File: config.mk
export PLATFORM = sky130hd
export DESIGN_NAME = fir_out_formatter_flat
export DESIGN_NICKNAME = d
export VERILOG_FILES = /design/src/rtl/fir_pkg.sv /design/src/rtl/fir_out_formatter_if.sv /design/src/rtl/fir_out_fifo.sv /design/src/rtl/fir_out_formatter.sv /design/src/flat_wrapper.sv
export SDC_FILE = /design/constraint.sdc
export NUM_CORES = 1
export LEC_CHECK = 0
export CELL_PAD_IN_SITES_DETAIL_PLACEMENT = 1
export CELL_PAD_IN_SITES_GLOBAL_PLACEMENT = 1
export CORE_MARGIN = 2
export CORE_UTILIZATION = 48
export DETAILED_ROUTE_END_ITERATION = 16
export PLACE_DENSITY = 0.84
export SLEW_MARGIN = 20
export SYNTH_ARGS = -nofsm -noshare
export SYNTH_HDL_FRONTEND = slang
export SYNTH_SLANG_ARGS = --single-unit
File: constraint.sdc
create_clock -name clk -period 4.3 [get_ports clk]
set_clock_uncertainty 0.15 [all_clocks]
set_input_delay 0.645 -clock clk [delete_from_list [all_inputs] [get_ports clk]]
set_output_delay 0.645 -clock clk [all_outputs]
set_load 0.005 [all_outputs]
File: src/rtl/fir_pkg.sv
// Shared constants and sample type for the FIR datapath and its output formatter.
package fir_pkg;

    localparam int FIR_IN_WIDTH  = 16;
    localparam int FIR_OUT_WIDTH = 38;
    localparam int FMT_OUT_WIDTH = 16;
    localparam int FMT_SHIFT     = 15;

    typedef logic signed [FMT_OUT_WIDTH-1:0] sample_t;

endpackage

File: src/rtl/fir_out_formatter_if.sv
// Stream/status bundle between the FIR output formatter and its neighbours.
// master: the side driving FIR results in and consuming samples out.
// slave:  the formatter itself.
interface fir_out_formatter_if
    import fir_pkg::*;
#(
    parameter int IN_WIDTH  = FIR_OUT_WIDTH,
    parameter int OUT_WIDTH = FMT_OUT_WIDTH,
    parameter int DEPTH     = 4
) ();

    logic                        in_valid;
    logic signed [IN_WIDTH-1:0]  in_data;
    logic                        out_valid;
    logic signed [OUT_WIDTH-1:0] out_data;
    logic                        out_ready;
    logic [$clog2(DEPTH):0]      level;
    logic                        drop_flag;
    logic                        sat_flag;
    logic                        clr_flags;

    modport master (
        output in_valid, in_data, out_ready, clr_flags,
        input  out_valid, out_data, level, drop_flag, sat_flag
    );

    modport slave (
        input  in_valid, in_data, out_ready, clr_flags,
        output out_valid, out_data, level, drop_flag, sat_flag
    );

endinterface

File: src/rtl/fir_out_fifo.sv
// Small synchronous FIFO for formatted samples. Full/empty come from the
// occupancy counter; a push into a full FIFO is accepted when a pop frees
// the slot in the same cycle. Head entry is presented combinationally.
module fir_out_fifo
    import fir_pkg::*;
#(
    parameter int WIDTH = FMT_OUT_WIDTH,
    parameter int DEPTH = 4
) (
    input  logic                     clk,
    input  logic                     rst_n,
    input  logic                     i_push,
    input  logic [WIDTH-1:0]         i_data,
    input  logic                     i_pop,
    output logic [WIDTH-1:0]         o_data,
    output logic                     o_full,
    output logic                     o_empty,
    output logic [$clog2(DEPTH):0]   o_level
);

    localparam int AW = $clog2(DEPTH);

    logic [WIDTH-1:0] r_mem [DEPTH];
    logic [AW-1:0]    r_wr_ptr;
    logic [AW-1:0]    r_rd_ptr;
    logic [AW:0]      r_level;
    logic             w_pop;
    logic             w_push;

    assign o_full  = (r_level == (AW+1)'(DEPTH));
    assign o_empty = (r_level == '0);
    assign o_level = r_level;
    assign o_data  = r_mem[r_rd_ptr];
    assign w_pop   = i_pop && !o_empty;
    assign w_push  = i_push && (!o_full || w_pop);

    // Storage, pointers and occupancy; pointers wrap naturally modulo DEPTH.
    always_ff @(posedge clk or negedge rst_n) begin
        if (!rst_n) begin
            for (int i = 0; i < DEPTH; i++) begin
                r_mem[i] <= '0;
            end
            r_wr_ptr <= '0;
            r_rd_ptr <= '0;
            r_level  <= '0;
        end else begin
            if (w_push) begin
                r_mem[r_wr_ptr] <= i_data;
                r_wr_ptr        <= r_wr_ptr + AW'(1);
            end
            if (w_pop) begin
                r_rd_ptr <= r_rd_ptr + AW'(1);
            end
            r_level <= r_level + (AW+1)'(w_push) - (AW+1)'(w_pop);
        end
    end

endmodule

File: src/rtl/fir_out_formatter.sv
// FIR output formatter: round-half-up of the wide FIR result to a 16-bit
// sample, one register stage, then a small FIFO on a valid/ready stream.
// Sticky drop flag on FIFO overflow.
// Build option FIR_OUT_SAT_EN: clip out-of-range samples and raise a sticky
// sat_flag; without it the sample wraps and sat_flag is tied low.
module fir_out_formatter
    import fir_pkg::*;
#(
    parameter int IN_WIDTH  = FIR_OUT_WIDTH,
    parameter int OUT_WIDTH = FMT_OUT_WIDTH,
    parameter int SHIFT     = FMT_SHIFT,
    parameter int DEPTH     = 4
) (
    input  logic                clk,
    input  logic                rst,
    fir_out_formatter_if.slave  bus
);

    localparam int SUM_W = IN_WIDTH + 1;
    localparam int SH_W  = SUM_W - SHIFT;
    localparam logic [SUM_W-1:0] ROUND_C = SUM_W'(1) << (SHIFT - 1);

    logic signed [SUM_W-1:0]     w_sum;
    logic signed [SH_W-1:0]      w_shifted;
    logic signed [OUT_WIDTH-1:0] w_fmt;
    logic                        w_out_valid;
    logic                        w_empty;
    logic                        w_full;
    logic                        w_drop;
    logic                        w_unused;
    logic                        r_s1_valid;
    logic signed [OUT_WIDTH-1:0] r_s1_data;
    logic                        r_drop_flag;

    // One extra bit of headroom so adding the half-LSB can never overflow.
    assign w_sum     = {bus.in_data[IN_WIDTH-1], bus.in_data} + ROUND_C;
    assign w_shifted = w_sum[SUM_W-1:SHIFT];

`ifdef FIR_OUT_SAT_EN
    localparam logic signed [SH_W-1:0] SAT_MAX = SH_W'(2**(OUT_WIDTH-1) - 1);
    localparam logic signed [SH_W-1:0] SAT_MIN = SH_W'(-(2**(OUT_WIDTH-1)));

    logic w_clip;
    logic r_sat_flag;

    // Clip to the signed output range, flagging every clipped result.
    always_comb begin
        w_fmt  = w_shifted[OUT_WIDTH-1:0];
        w_clip = 1'b0;
        if (w_shifted > SAT_MAX) begin
            w_fmt  = SAT_MAX[OUT_WIDTH-1:0];
            w_clip = 1'b1;
        end else if (w_shifted < SAT_MIN) begin
            w_fmt  = SAT_MIN[OUT_WIDTH-1:0];
            w_clip = 1'b1;
        end
    end

    // Sticky saturation flag; a clear wins over a clip in the same cycle.
    always_ff @(posedge clk or negedge rst) begin
        if (!rst) begin
            r_sat_flag <= 1'b0;
        end else if (bus.clr_flags) begin
            r_sat_flag <= 1'b0;
        end else if (bus.in_valid && w_clip) begin
            r_sat_flag <= 1'b1;
        end
    end

    assign bus.sat_flag = r_sat_flag;
    assign w_unused     = ^w_sum[SHIFT-1:0];
`else
    assign w_fmt        = w_shifted[OUT_WIDTH-1:0];
    assign bus.sat_flag = 1'b0;
    assign w_unused     = ^{w_sum[SHIFT-1:0], w_shifted[SH_W-1:OUT_WIDTH]};
`endif

    // Stage-1 register: holds the formatted sample for exactly one cycle.
    always_ff @(posedge clk or negedge rst) begin
        if (!rst) begin
            r_s1_valid <= 1'b0;
            r_s1_data  <= '0;
        end else begin
            r_s1_valid <= bus.in_valid;
            if (bus.in_valid) begin
                r_s1_data <= w_fmt;
            end
        end
    end

    fir_out_fifo #(
        .WIDTH (OUT_WIDTH),
        .DEPTH (DEPTH)
    ) u_fifo (
        .clk     (clk),
        .rst_n   (rst),
        .i_push  (r_s1_valid),
        .i_data  (r_s1_data),
        .i_pop   (bus.out_ready),
        .o_data  (bus.out_data),
        .o_full  (w_full),
        .o_empty (w_empty),
        .o_level (bus.level)
    );

    assign w_out_valid   = !w_empty;
    assign bus.out_valid = w_out_valid;
    // A full FIFO still takes the write when the consumer pops the same cycle.
    assign w_drop        = r_s1_valid && w_full && !(w_out_valid && bus.out_ready);

    // Sticky drop flag; a clear wins over a drop in the same cycle.
    always_ff @(posedge clk or negedge rst) begin
        if (!rst) begin
            r_drop_flag <= 1'b0;
        end else if (bus.clr_flags) begin
            r_drop_flag <= 1'b0;
        end else if (w_drop) begin
            r_drop_flag <= 1'b1;
        end
    end

    assign bus.drop_flag = r_drop_flag;

endmodule

File: src/flat_wrapper.sv
// flat-port wrapper written by rule: the top's interface ports become plain ports
module fir_out_formatter_flat import fir_pkg::*;
#(
    parameter int IN_WIDTH  = FIR_OUT_WIDTH,
    parameter int OUT_WIDTH = FMT_OUT_WIDTH,
    parameter int SHIFT     = FMT_SHIFT,
    parameter int DEPTH     = 4
)
  (clk, rst, bus_in_valid, bus_in_data, bus_out_ready, bus_clr_flags, bus_out_valid, bus_out_data, bus_level, bus_drop_flag, bus_sat_flag);
  fir_out_formatter_if #(.IN_WIDTH(IN_WIDTH), .OUT_WIDTH(OUT_WIDTH), .DEPTH(DEPTH)) bus_i ();
  input  logic clk;
  input  logic rst;
  input wire logic [$bits(bus_i.in_valid)-1:0] bus_in_valid;
  input wire logic [$bits(bus_i.in_data)-1:0] bus_in_data;
  input wire logic [$bits(bus_i.out_ready)-1:0] bus_out_ready;
  input wire logic [$bits(bus_i.clr_flags)-1:0] bus_clr_flags;
  output wire logic [$bits(bus_i.out_valid)-1:0] bus_out_valid;
  output wire logic [$bits(bus_i.out_data)-1:0] bus_out_data;
  output wire logic [$bits(bus_i.level)-1:0] bus_level;
  output wire logic [$bits(bus_i.drop_flag)-1:0] bus_drop_flag;
  output wire logic [$bits(bus_i.sat_flag)-1:0] bus_sat_flag;
  assign bus_i.in_valid = bus_in_valid;
  assign bus_i.in_data = bus_in_data;
  assign bus_i.out_ready = bus_out_ready;
  assign bus_i.clr_flags = bus_clr_flags;
  assign bus_out_valid = bus_i.out_valid;
  assign bus_out_data = bus_i.out_data;
  assign bus_level = bus_i.level;
  assign bus_drop_flag = bus_i.drop_flag;
  assign bus_sat_flag = bus_i.sat_flag;
  fir_out_formatter #(.IN_WIDTH(IN_WIDTH), .OUT_WIDTH(OUT_WIDTH), .SHIFT(SHIFT), .DEPTH(DEPTH)) u_core (.clk(clk), .rst(rst), .bus(bus_i));
endmodule
* Yosys cells after proc, flatten, opt, wreduce, memory -nomap -nowiden
Index checks and enable logic that the tools add are counted.
** Operators by class
- Add/sub/neg operators :: 5
- $mul :: 0
- Divide/modulo/power cells :: 0
- Magnitude comparators :: 3
- Equal/unequal tests :: 1
- Shifts and indexed selects :: 0
- Muxes and demuxes :: 8
- Bitwise operators :: 2
- Reduce and logical (&&, ||, !) cells :: 11
** Operator list (number)
- bitwise mux 64 bit :: 1
- two-way mux 16 bit :: 3
- binary-select mux 16 bit (select 2 bit) :: 1
- demux 16 bit (select 2 bit) :: 1
- adder 31 x 16 -> 31 bit (second input constant) :: 1
- >= comparator 3 bit (second input constant) :: 2
- NOT 2 -> 3 bit :: 2
- logical AND 1 bit :: 5
- adder 2 x 1 -> 2 bit (second input constant) :: 2
- adder 3 x 1 -> 3 bit :: 1
- == test 3 bit (second input constant) :: 1
- zero test 1 bit :: 3
- zero test 3 bit :: 1
- less-than comparator 3 x 1 -> 1 bit (second input constant) :: 1
- subtractor 3 x 1 -> 3 bit :: 1
- two-way mux 1 bit :: 2
- nonzero test 2 bit :: 1
- logical OR 1 bit :: 1
** Storage, ports and cells
- Register bits after elaboration :: 89
- Latch bits :: 0
- RAM bits :: 0
- Bits in read-only memories :: 0
- Output and inout port bits :: 22
- Logic and storage cells :: 40
- Memories :: 0

* Depth between registers and ports, before layout
Gate-level depths: netlist of run 1.
- Depth in word-level cells :: 7
- Gate-level depth with buffers :: 10
- Depth with buffers taken out :: 9

* By module
Synthesis of run 1 repeated with hierarchy kept, for this count alone.
** Unflattened totals
- Cells, all modules :: 292
- Area, all modules :: 4145.2 um^2
** Modules (own cells, without submodules)
- fir_out_fifo :: instances 1, cells each 190, area each 3183.1 um^2, seq. area each 1776.7 um^2
- fir_out_formatter :: instances 1, cells each 102, area each 962.2 um^2, seq. area each 450.4 um^2

* Worst setup path after synthesis of run 1
Ideal clock, no wire load.
- Kind :: input to register
- From :: input port bus_out_ready
- To :: register u_core.u_fifo.r_level[2], in the netlist u_core.u_fifo.o_level[2]
- Library setup time :: 0.124 ns
- Arrival :: 2.197 ns
- Path slack :: 1.829 ns
- Stages :: 10
- Path buffers :: 1
- Path through :: nor4b_2 nor2b_2 buf_6 inv_1 ha_1 inv_1 ha_1 fa_1 xor2_1 xnor2_1
** On the way
- Word-level cells in the longest chain between the ends :: 5
** RTL lines
- start: declaration :: line flat_wrapper.sv:15 : input wire logic [$bits(bus_i.out_ready)-1:0] bus_out_ready;
- logical AND 1 bit (*) :: line fir_out_fifo.sv:34 : assign w_pop = i_pop && !o_empty;
- logical OR 1 bit :: line fir_out_fifo.sv:35 : assign w_push = i_push && (!o_full || w_pop);
- logical AND 1 bit :: line fir_out_fifo.sv:35
- adder 3 x 1 -> 3 bit :: line fir_out_fifo.sv:54 : r_level <= r_level + (AW+1)'(w_push) - (AW+1)'(w_pop);
- subtractor 3 x 1 -> 3 bit (*) :: line fir_out_fifo.sv:54
- end signal: assignment :: line fir_out_fifo.sv:54
- end: declaration :: line fir_out_fifo.sv:26 : logic [AW:0] r_level;
Every way passes the cells marked *; elsewhere a longest branch is shown, timed or not.
A chain may end at the register's enable or synchronous reset.

* Worst setup path in the final report of run 1
- From :: register u_core.u_fifo.r_rd_ptr[1]
- To :: output port bus_out_data[10]
** On the way
- Word-level cells in the longest chain between the ends :: 4
** RTL lines
- start: declaration :: line fir_out_fifo.sv:25 : logic [AW-1:0] r_rd_ptr;
- start signal: assignment :: line fir_out_fifo.sv:52 : r_rd_ptr <= r_rd_ptr + AW'(1);
- NOT 2 -> 3 bit (implied by the code) :: line fir_out_fifo.sv:33 : assign o_data = r_mem[r_rd_ptr];
- binary-select mux 16 bit (select 2 bit) :: line fir_out_fifo.sv:33
- two-way mux 16 bit (implied by the code) (2 in a row) :: line fir_out_fifo.sv:33
- end: declaration :: line flat_wrapper.sv:18 : output wire logic [$bits(bus_i.out_data)-1:0] bus_out_data;
No other way between the ends. The select of a mux whose other input is x is not followed.

==> summary.txt, run 1 <==
Status
  • Outcome: finished clean

Worst setup path
  • Req. time, crit path: 3.50 ns
  • CP bufs+invs: 1
  • Slowest stage delay, CP: 0.90 ns
  • CP arrival: 2.17 ns
  • Crit Path Category: reg -> out
  • Delay-heaviest family, CP: flip-flops
  • Critical path fanouts, max: 17
  • Kind of end point of the critical path: primary output
  • Worst reg-to-reg setup slack: 1.75 ns
  • Worst setup SP type: flip-flop
  • Cell chain of the critical path: mux4_2 -> clkdlybuf4s50_1
  • Crit-path slowest cell: dfrtp_1

Clocking
  • Clock Latency Late Sink: 0.35 ns
  • TritonCTS clock tree: done
  • Root Buffer: clkbuf_8
  • CTS hold repair buffers: 0
  • Clk sinks: 89
  • Postcts setup bufs: 0
  • Maximum root-to-sink buffer count: 2
  • CTS H-tree lvls: 3
  • Num CTS Buffers: 9
  • Cts repair resizes: 0
  • Clock-pin slew on the worst setup and hold paths: 0.09 ns

Yosys
  • Count of flip-flops with a built-in enable after synthesis: 0
  • Synth area leader: dfrtp_1
  • #FFs+latches synth: 89
  • Top_reg_cell synth: dfrtp_1
  • Seq/Total Area, Yosys: 0.509
  • Netlist Area Pre-Place: 0.00438 mm²
  • Syn Nets: 344
  • Synth area leaders: dfrtp_1 51%, mux2_4 14%, mux4_2 8.2%
  • Yosys warnings: 0
  • Mean area per synthesized cell: 14.9 µm²
  • Syn Inst Count: 293
  • Unique masters post-synth: 35
  • Synth async-reset ratio: 1.00
  • Yosys top cell area share: 0.509

Floorplan
  • # rows: 34
  • Die width: 99.5 µm
  • CORE AREA: 0.00876 mm²
  • I/O pins: 65
  • Initial Util: 0.499
  • Die height: 99.5 µm
  • Die area: 0.00990 mm²

Drt
  • DRC viols: 0
  • Vias: 2501
  • Vias per inst: 5.56
  • Initial drt markers: 85
  • Routed WL: 9.72 mm
  • Routed wire per std cell: 21.6 µm
  • Detail Route Antenna Nets: 0
  • 1st-pass router iterations: 4

Placement
  • Placed Cells: 434
  • Place WS: 1.12 ns
  • Placed cell areas: 0.00483 mm²
  • Buffers on Ports: 42
  • Post-DP HPWL: 6.61 mm
  • Final GP Congestion: 0.772

Pwr
  • Tot Pwr: 3.60 mW
  • Pwr dens: 720 mW/mm²
  • LEAKAGE: 2.17 nW
  • VDD IR max: 244 µV

Worst hold path
  • Worst hold path class: in -> async

STA
  • Setup TNS: 0 ns
  • RSZ-0062 raised after global routing: false
  • Fin. max-slew vios: 0
  • Slew HR: 0.434
  • Fin worst setup slack: 1.33 ns
  • Final Hold Viols: 0
  • Max Freq: 337 MHz
  • Hold WS: 0.194 ns
  • Min Tclk post-route: 2.97 ns
  • Final setup fails: 0
  • Worst slew pin tran: 0.849 ns
  • Final worst path period share: 0.691

Finish
  • Final cell utilization of the core: 0.571
  • Net count, final: 388
  • Ant. Diodes: 0
  • Post-route design area: 0.00501 mm²
  • Layout cells sized above 1: 0.327
  • Area grow syn2layout: 14.4%
  • Non-filler cells, final: 450

Global routing
  • Initial antenna violation count: 0
  • Overflow after GRT: 0
  • First-pass GRT wire length: 15.6 mm
  • Number of global-route vias before repair: 2867
  • GRT Total Usage: 0.209
  • Largest net degree at the start of global routing: 58

Job
  • Maxcap violations: 0
synth_stat cells (all sizes together) (2+ instances only):
library cell and n:
a21oi 15, dfrtp 89, xnor2 13, mux4 16, nor3 6, buf 10, nand3 5, nand2 13
nor2 18, and4b 2, nand4 3, nor4 2, mux2 65, inv 11, clkbuf 3, a211o 2
ha 7, xor2 4
worst reg2reg max path, cell delays in order (launching register included):
cell and delay, ns:
dfrtp_1 0.42, nor4b_2 0.19, nor2b_2 0.12, buf_4 0.27, inv_1 0.08, ha_1 0.28
inv_1 0.04, ha_1 0.19, fa_1 0.38, xor2_1 0.18, xnor2_1 0.13
state kept, by name, summed over array words and instances, names as in the netlist:
name,cells
u_core.r_s1_data,16
u_core.bus.drop_flag,1
u_core.u_fifo.r_rd_ptr,2
u_core.u_fifo.r_mem,64
u_core.u_fifo.o_level,3
u_core.u_fifo.r_wr_ptr,2
u_core.r_s1_valid,1
worst paths after layout:
check                                                      startpoint                                   to  depth (start not counted)
worst max-delay path            u_core.u_fifo.r_rd_ptr[1]$_DFFE_PN0N_                     bus_out_data[10]                          2
worst min-delay path                                              rst      u_core.r_s1_data[2]$_DFFE_PN0P_                          1
worst max register to register     u_core.u_fifo.o_level[2]$_DFF_PN0_   u_core.u_fifo.o_level[2]$_DFF_PN0_                         10
worst min register to register       u_core.bus.drop_flag$_DFFE_PN0P_     u_core.bus.drop_flag$_DFFE_PN0P_                          2
max in group asynchronous                                         rst  u_core.u_fifo.r_mem[57]$_DFFE_PN0P_                          2
min in group clk                     u_core.bus.drop_flag$_DFFE_PN0P_     u_core.bus.drop_flag$_DFFE_PN0P_                          2
metal layers:
metal  global-route usage  vias to the layer above  part of all wire
met3               0.0337                       16             0.026
met1                0.288                     1314              0.45
met5                    0                        -                 0
met4               0.0643                        0             0.015
met2                0.346                       44              0.51
li1                     -                     1127                 -
area by class of cell:
type	instances	area, µm²
Clock inverter	6	42.5
Multi-Input combinational cell	180	1980
Clock buffer	10	138
Fill cell	851	3760
Sequential cell	89	2230
Tap cell	108	135
Timing Repair Buffer	46	448
Inverter	11	41.3
layout by cell type (no fill, tap or decap), types with 2 or more instances in the layout:
master and count:
xnor2_1 13, mux2_2 25, and4b_1 2, nand4_4 2
xor2_1 4, nand3_1 5, buf_4 5, mux4_2 16
clkbuf_8 10, nand2_8 4, nand2_1 9, clkinvlp_4 2
clkinv_2 2, a211o_1 2, a21oi_1 15, mux2_4 40
inv_1 11, clkdlybuf4s50_1 41, nor3_1 6, nor2_1 18
dfrtp_1 89, ha_1 7
power by group:
part / internal, mW / switching (mW)
Sequential: 1.20 / 0.279
Combinational: 1.05 / 0.546
Clock: 0.227 / 0.301
Total: 2.48 / 1.13
cells by family after synthesis:
kind of cell	after synthesis	synth area share
AO/OA/AOI/OAI	20	0.0257
XOR/XNOR	17	0.0340
adder cells (fa/ha/maj)	8	0.0246
buffers and inverters	24	0.0395
flip-flops	89	0.509
multiplexers	81	0.284
other	1	0.000857
AND/OR/NAND/NOR	53	0.0824
Note: power is estimated with default switching activity, not from simulation.
==> run 2, diff against run 1 <==
Settings changed: CORE_UTILIZATION 48 to 41, PLACE_DENSITY 0.84 to 0.77.
Clock period 4.3 ns to 2.6 ns, I/O delays scaled along.
==> run 2 against run 1 <==
  * Setup slack worse by 1.2 ns
  * Count of clock-buffer cells in the layout is 1 higher
  * Via count is 0.16% higher
  * First-iteration DRC count is 16% lower
  * Combinational power is 70% higher
  * Critical endpoint is now bus_out_data[2]
  * Largest cell class unchanged
==> summary.txt, run 2 (synthesized netlist as in run 1, its figures left out) <==
Placement
  • Buffers on Ports: 42
  • Final GP Congestion: 0.748
  • Placed Cells: 468
  • Post-DP HPWL: 6.36 mm

Drt
  • 1st-pass router iterations: 4
  • Routed wl met2: 4.45 mm
  • Routed wire per std cell: 18.9 µm
  • Initial drt markers: 71
  • Vias per inst: 5.18
  • DR WL met3: 271 µm
  • Detail Route Antenna Nets: 0
  • Metal-1 WL: 4.29 mm
  • Routed WL: 9.16 mm
  • Vias: 2505
  • DRC viols: 0
  • Max Used Layer: met4

Finish
  • Most common cell after layout, fill and taps aside: dfrtp_1
  • Net count, final: 395
  • Multi-input gate area: 0.00198 mm²
  • Register Area: 0.00223 mm²
  • Most frequent cells in the layout: 89 x dfrtp_1, 41 x clkdlybuf4s50_1, 40 x mux2_4
  • Number of flip-flops in the largest register: 64
  • Fill cell count: 1035
  • Non-filler cells, final: 484
  • Area grow syn2layout: 17.2%
  • Layout cells sized above 1: 0.330
  • Ant. Diodes: 0
  • Biggest register: u_core.u_fifo.r_mem

Clocking
  • Num CTS Buffers: 9
  • Cts repair resizes: 0
  • Postcts setup bufs: 0
  • CTS H-tree lvls: 3
  • Maximum root-to-sink buffer count: 2
  • Root Buffer: clkbuf_8
  • Clk sinks: 89
  • Clock-pin slew on the worst setup and hold paths: 0.09 ns
  • Clock Latency Late Sink: 0.36 ns
  • TritonCTS clock tree: done

Floorplan
  • # rows: 37
  • I/O pins: 65
  • Die height: 107 µm
  • Initial Util: 0.424
  • CORE AREA: 0.0103 mm²
  • Die area: 0.0115 mm²
  • Die width: 107 µm

Pwr
  • Clock network fraction of design power: 0.155
  • Switch share: 0.297
  • VDD IR max: 413 µV
  • Int Power: 4.21 mW
  • LEAKAGE: 2.21 nW
  • Flop pwr share: 0.390
  • Fraction of power consumed by combinational cells: 0.454
  • Sw Pwr: 1.78 mW
  • Pwr dens: 1170 mW/mm²

STA
  • Final Hold Viols: 0
  • Min Tclk post-route: 2.49 ns
  • Final worst path period share: 0.958
  • Setup TNS: 0 ns
  • Max Freq: 402 MHz
  • Slew HR: 0.596
  • Final setup fails: 0
  • Hold WS: 0.360 ns
  • Fin. max-slew vios: 0
  • RSZ-0062 raised after global routing: false
  • Worst slew pin tran: 0.604 ns

Global routing
  • Initial antenna violation count: 0
  • First-pass GRT wire length: 15.0 mm
  • Overflow after GRT: 0
  • GRT Total Usage: 0.173
  • Largest net degree at the start of global routing: 35
  • Number of global-route vias before repair: 2811

Worst hold path
  • Worst hold path class: in -> async

Worst setup path
  • Critical path fanouts, max: 18
  • CP bufs+invs: 2
  • Reg2Reg Depth: 8
  • Worst setup SP type: flip-flop
  • Delay-heaviest family, CP: buffers and inverters
  • Crit Path Category: reg -> out
  • Slowest stage delay, CP: 0.54 ns
  • Req. time, crit path: 2.06 ns
  • Cell chain of the critical path: buf_12 -> mux4_2 -> clkdlybuf4s50_1
  • Crit-path slowest cell: mux4_2
  • CP Depth: 3
  • Kind of end point of the critical path: primary output
  • CP arrival: 1.95 ns

Status
  • Outcome: finished clean

Job
  • Maxcap violations: 0
## run 2: cell count changes in the layout (fill, tap and decap cells not counted)
cell,previous run,this run
dlygate4sd3_1,0,1
clkinv_2,2,0
clkinv_4,1,0
buf_12,0,2
bufinv_16,0,1
clkbuf_8,10,9
clkbuf_1,0,2
buf_4,5,9
## run 2: routing by layer
metal  vias to the layer above  track usage
met4                         0       0.0622
met5                         -            0
met2                        39        0.283
li1                       1141            -
met1                      1312        0.234
met3                        13       0.0272
## run 2: through the flow
stage / setup WS, ns / instance area (µm²) / util / total power, mW
floorplan: 0.198 / 4380 / - / 4.10
global placement: 0.0487 / 4930 / 0.478 / 5.00
detailed placement: 0.0130 / 4930 / 0.478 / 5.12
CTS: 0.0686 / 5130 / 0.497 / 6.07
global route: 0.0222 / 5130 / 0.497 / 6.36
finish: 0.110 / 5130 / 0.497 / 5.99
## run 2: final cells by class
class	count	share of cell area
clock buffer	11	0.0256
sequential	89	0.434
timing repair buffer	53	0.103
clock inverter	4	0.0105
tap	136	0.0332
inverter	11	0.00805
multi-input combinational	180	0.385
## run 2: power groups by stage
stage	registers, mW	logic (mW)	clock network (mW)
after global routing	2.42	2.94	1.01
final	2.34	2.72	0.930
after detailed placement	2.36	2.77	0
after CTS	2.34	2.78	0.954
after global placement	2.31	2.69	0
after floorplan	2.23	1.87	0
## run 2: timing repair
action / in CTS / in global routing
setup endpoints to repair: 0 / 0
hold buffers: 1 / 0
hold endpoints to repair: 31 / 0
## run 2: final timing paths
path                                                  startpoint                             endpoint  slack, ns
setup / recovery           u_core.u_fifo.r_rd_ptr[0]$_DFFE_PN0N_                      bus_out_data[2]       0.11
hold / removal                                               rst   u_core.u_fifo.r_mem[1]$_DFFE_PN0P_       0.36
setup reg to reg              u_core.u_fifo.o_level[2]$_DFF_PN0_   u_core.u_fifo.o_level[2]$_DFF_PN0_       0.14
hold reg to reg              u_core.u_fifo.r_mem[15]$_DFFE_PN0P_  u_core.u_fifo.r_mem[15]$_DFFE_PN0P_       0.36
max in group asynchronous                                    rst   u_core.u_fifo.r_mem[9]$_DFFE_PN0P_       1.32
min in group clk             u_core.u_fifo.r_mem[15]$_DFFE_PN0P_  u_core.u_fifo.r_mem[15]$_DFFE_PN0P_       0.36
